===== src/rtl/subtract_sequencer.sv =====
// subtract_sequencer: multi-cycle (4*NIBBLES)-bit subtractor a - b - bin.
// It drives an external combinational 4-bit subtractor one nibble per clock,
// least-significant nibble first. The borrow is chained through a register.
// Optional feature macro: SUBSEQ_OVERFLOW_EN adds the signed-overflow output o_ovf.
module subtract_sequencer #(
  parameter int unsigned NIBBLES = 4
) (
  input  logic                 i_clk,
  input  logic                 i_rst_n,
  input  logic                 i_start,
  input  logic [4*NIBBLES-1:0] i_a,
  input  logic [4*NIBBLES-1:0] i_b,
  input  logic                 i_bin,
  output logic                 o_busy,
  output logic                 o_done,
  output logic [4*NIBBLES-1:0] o_d,
  output logic                 o_bout,
`ifdef SUBSEQ_OVERFLOW_EN
  output logic                 o_ovf,
`endif
  output logic [3:0]           o_sub_a,
  output logic [3:0]           o_sub_b,
  output logic                 o_sub_bin,
  input  logic [3:0]           i_sub_d,
  input  logic                 i_sub_bout
);

  localparam int unsigned W    = 4 * NIBBLES;
  localparam int unsigned CntW = 4;

  typedef enum logic [1:0] {StIdle, StRun, StDone} state_e;

  state_e            r_state;
  state_e            w_state_next;
  logic [W-1:0]      r_a_sh;
  logic [W-1:0]      r_b_sh;
  logic              r_borrow;
  logic [CntW-1:0]   r_cnt;
  logic [W-1:0]      r_res;
  logic [W-1:0]      r_d;
  logic              r_bout;
  logic              w_run;
  logic              w_accept;
  logic              w_last;
  logic [W-1:0]      w_res_next;
`ifdef SUBSEQ_OVERFLOW_EN
  logic              r_sign_a;
  logic              r_sign_b;
  logic              r_ovf;
`endif

  assign w_run      = (r_state == StRun);
  // start is only honoured outside RUN, so an operation in flight is never disturbed
  assign w_accept   = (r_state != StRun) && i_start;
  assign w_last     = w_run && (r_cnt == CntW'(NIBBLES - 1));
  // New nibble enters at the top; after NIBBLES captures nibble 0 has reached the bottom
  assign w_res_next = (r_res >> 4) | (W'(i_sub_d) << (W - 4));

  // State register
  always_ff @(posedge i_clk or negedge i_rst_n) begin
    if (!i_rst_n) begin
      r_state <= StIdle;
    end else begin
      r_state <= w_state_next;
    end
  end

  // Next-state logic
  always_comb begin
    w_state_next = r_state;
    unique case (r_state)
      StIdle:  w_state_next = i_start ? StRun : StIdle;
      StRun:   w_state_next = (r_cnt == CntW'(NIBBLES - 1)) ? StDone : StRun;
      StDone:  w_state_next = i_start ? StRun : StIdle;
      default: w_state_next = StIdle;
    endcase
  end

  // Outputs decoded from state; subtractor inputs are forced to 0 outside RUN
  always_comb begin
    o_busy    = w_run;
    o_done    = (r_state == StDone);
    o_sub_a   = w_run ? r_a_sh[3:0] : 4'd0;
    o_sub_b   = w_run ? r_b_sh[3:0] : 4'd0;
    o_sub_bin = w_run ? r_borrow : 1'b0;
  end

  // Datapath: operand shifting, borrow chaining, result collection
  always_ff @(posedge i_clk or negedge i_rst_n) begin
    if (!i_rst_n) begin
      r_a_sh   <= '0;
      r_b_sh   <= '0;
      r_borrow <= 1'b0;
      r_cnt    <= '0;
      r_res    <= '0;
      r_d      <= '0;
      r_bout   <= 1'b0;
`ifdef SUBSEQ_OVERFLOW_EN
      r_sign_a <= 1'b0;
      r_sign_b <= 1'b0;
      r_ovf    <= 1'b0;
`endif
    end else if (w_accept) begin
      r_a_sh   <= i_a;
      r_b_sh   <= i_b;
      r_borrow <= i_bin;
      r_cnt    <= '0;
      r_res    <= '0;
`ifdef SUBSEQ_OVERFLOW_EN
      // Operand signs are shifted out during RUN, so keep them aside
      r_sign_a <= i_a[W-1];
      r_sign_b <= i_b[W-1];
`endif
    end else if (w_run) begin
      r_res    <= w_res_next;
      r_borrow <= i_sub_bout;
      r_a_sh   <= r_a_sh >> 4;
      r_b_sh   <= r_b_sh >> 4;
      r_cnt    <= r_cnt + CntW'(1);
      if (w_last) begin
        r_d    <= w_res_next;
        r_bout <= i_sub_bout;
`ifdef SUBSEQ_OVERFLOW_EN
        r_ovf  <= (r_sign_a ^ r_sign_b) & (r_sign_a ^ w_res_next[W-1]);
`endif
      end
    end
  end

  assign o_d    = r_d;
  assign o_bout = r_bout;
`ifdef SUBSEQ_OVERFLOW_EN
  assign o_ovf  = r_ovf;
`endif

endmodule


===== config.mk =====
export PLATFORM = sky130hd
export DESIGN_NAME = subtract_sequencer
export DESIGN_NICKNAME = d
export VERILOG_FILES = /design/src/rtl/subtract_sequencer.sv
export SDC_FILE = /design/constraint.sdc
export NUM_CORES = 1
export LEC_CHECK = 0
export ABC_AREA = 1
export CAP_MARGIN = 20
export CORE_MARGIN = 8
export CORE_UTILIZATION = 40
export DETAILED_ROUTE_END_ITERATION = 16
export PLACE_DENSITY = 0.75
export SYNTH_ARGS = -nofsm -noshare
export SYNTH_HDL_FRONTEND = slang
export SYNTH_SLANG_ARGS = --single-unit

===== constraint.sdc =====
create_clock -name i_clk -period 1.7 [get_ports i_clk]
set_clock_uncertainty 0.2 [all_clocks]
set_input_delay 0.34 -clock i_clk [delete_from_list [all_inputs] [get_ports i_clk]]
set_output_delay 0.34 -clock i_clk [all_outputs]
set_load 0.005 [all_outputs]

==> impl_metrics.py <==
metrics = {
    "status": {
        "run_status": "complete, but fails checks",
        "violations": "setup timing",
    },
    "timing": {
        "drv_slew": 0,
        "post-route-period-util": 1.03,
        "max_freq_mhz": 571,
        "period_minus_slack_ns": 1.75,
        "worst_pin_slew_ns": 0.359,
        "final_hold_viol_count": 0,
        "setup_slack_ns": -0.0501,
        "grt_setup_unrepaired": "yes",
        "max-slew-margin-rel": 0.761,
        "setup_violations": 11,
    },
    "die": {
        "die_w_um": 101,
        "fp-row-count": 31,
        "die_height_um": 101,
        "dieArea_um2": 10200,
        "fp.coreArea_um2": 7140,
        "io_pins": 69,
        "initial_core_util": 0.406,
    },
    "global_routing": {
        "grt_pass1_vias": 2587,
        "grt_first_pass_wirelength_um": 12500,
        "overflow": 0,
        "grt_antenna_before_repair": 0,
        "grt_max_degree": 69,
        "gr-usage-all-layers": 0.157,
    },
    "setup_path": {
        "critical_path.max_stage_delay_ns": 0.46,
        "setup.worst_path.start_class": "register",
        "worstPathArrival_ns": 1.21,
        "worst_ep_required_time_ns": 1.16,
        "worst-path-max-fanout": 3,
        "crit_type": "reg2out",
        "worstSetupEndpointType": "primary output",
        "crit_path_top_delay_cell": "dfrtp_2",
        "path_cells": "buf_6 -> inv_4 -> nor2_4 -> buf_2",
    },
    "place": {
        "dp_hpwl_um": 4990,
        "place_area_um2": 3760,
        "place.gp.congestion": 0.816,
        "portBuffers": 68,
    },
    "yosys": {
        "syn_inst": 342,
        "synth_top_area_frac": 0.587,
        "ys_top_cells_by_area": "dfrtp_1 (59%), nand2_1 (19%), nand3_1 (9.2%)",
        "ys_seq_area_frac": 0.587,
        "synth.distinct_cells": 18,
        "syn-cell-area_um2": 2900,
        "synth.avg_cell_area_um2": 8.47,
        "yosysTopAreaCell": "dfrtp_1",
        "synth_warnings": 0,
        "ys_ff_latch": 68,
        "syn-num-nets": 384,
    },
    "layout": {
        "finalInstanceArea_um2": 4040,
        "syn_to_final_growth_pct": 39.6,
        "drive_above_1_share": 0.164,
        "final_cell_mix": "nand2_1 (143), dfrtp_1 (67), nand3_1 (53)",
        "num_antenna_cells": 0,
        "fillerInstances": 633,
        "final_nets": 471,
        "final_common_cell": "nand2_1",
    },
    "clock_network": {
        "cts_buffers": 9,
        "cts.sinks": 68,
        "htreeDepth": 3,
        "cts.clk_slew.worst_paths_ns": 0.07,
        "root_buffer": "clkbuf_8",
        "cts_tree": "done",
        "clk_latency_ns": 0.34,
        "clk_path_buf_depth": 2,
    },
    "routing": {
        "firstDrtPassIters": 6,
        "via_per_inst": 4.78,
        "drc": 0,
        "dr.first_iter.drc_count": 166,
        "wl_per_cell_um": 14.3,
        "vias": 2547,
        "antenna_left": 0,
        "wirelength_um": 7600,
    },
    "min_path": {
        "hold_class": "reg2reg",
    },
    "pwr": {
        "ir_drop_v": 0.000544,
        "leakage_nw": 2.06,
        "cellPowerDensity_nw_per_um2": 1700,
        "power_w": 0.00687,
    },
    "run": {
        "cap_viol_max_count": 0,
    },
}
power by group:
group / switching [W] / total (W) / leakage [nW] / internal [W]
Sequential: 0.000404 / 0.00272 / 0.875 / 0.00231
Combinational: 0.00164 / 0.00293 / 1.10 / 0.00129
Clock: 0.000579 / 0.00123 / 0.0937 / 0.000650
Total: 0.00262 / 0.00687 / 2.06 / 0.00426
metrics by stage:
step	setup TNS [ns]	hold WS, ns	setup WS, ns	cells	util
3_3_place_gp	-6.02	0.183	-0.178	507	0.527
4_1_cts	-0.317	0.270	-0.0806	533	0.563
6_report	-0.164	0.267	-0.0501	533	0.567
3_5_place_dp	-8.27	0.186	-0.294	507	0.527
5_1_grt	-0.669	0.277	-0.0839	533	0.567
2_1_floorplan	0	-0.156	0.259	342	-
repair_timing:
action / CTS / global route
resized for setup: 84 / 8
buffers inserted: 8 / 0
hold buffers: 1 / 0
cloned: 2 / 0
pin swaps: 10 / 8
setup endpoints to repair: 67 / 54
hold endpoints to repair: 68 / 0
cells by family (layout without fill, tap and decap cells):
family                     after synthesis  count (layout)  share of synthesized area
DFF                                     68              68                      0.587
buffers and inverters                   43             134                     0.0695
and+or+nand+nor                        215             216                      0.311
adders and majority gates                1               1                    0.00432
AOI/OAI and AO/OA                       15              15                     0.0281
metal layers:
layer  GRT usage  share of wire  vias to the layer above
li1            -              -                     1252
met1       0.192           0.42                     1207
met2       0.251           0.51                       78
met3      0.0338          0.058                       10
met4      0.0825          0.019                        0
met5           0              0                        -
cells in the mapped netlist (all sizes together):
library cell,instances
inv,25
dfrtp,68
o22ai,5
buf,16
nand2,147
ha,1
nand3,53
a21oi,1
nor2,15
clkbuf,2
o21ai,9
state kept, by name, indices dropped and copies added, names as in the netlist:
signal    flops
r_res        12
o_bout        1
o_d          16
r_cnt         4
r_borrow      1
r_b_sh       16
r_state       2
r_a_sh       16
critical path, delay by kind of cell, from the launching register on:
family,cells,cell delay [ns]
simple gates,1,0.10
buf+inv,3,0.30
flops,1,0.46
area by class of cell:
class / instances / area (um2) / share of cell area
clock inverter: 1 / 5.00 / 0.00124
timing repair inverter: 1 / 6.26 / 0.00155
clock buffer: 15 / 176 / 0.0436
inverter: 25 / 104 / 0.0257
sequential: 68 / 1700 / 0.421
multi-input combinational: 232 / 1070 / 0.265
tap: 99 / 124 / 0.0306
timing repair buffer: 92 / 852 / 0.211
worst paths after layout:
kind                            start  cells past startpoint  slack [ns]          to
max                        r_state[0]                      4       -0.05      o_busy
min                            o_d[0]                      2        0.27      o_d[0]
max reg2reg                r_state[0]                      7        0.07   r_b_sh[2]
min reg2reg                    o_d[0]                      2        0.27      o_d[0]
max in group asynchronous     i_rst_n                      3        0.65  r_state[0]
min in group asynchronous     i_rst_n                      3        0.34     o_d[14]
(Power assumes the default switching activity.)
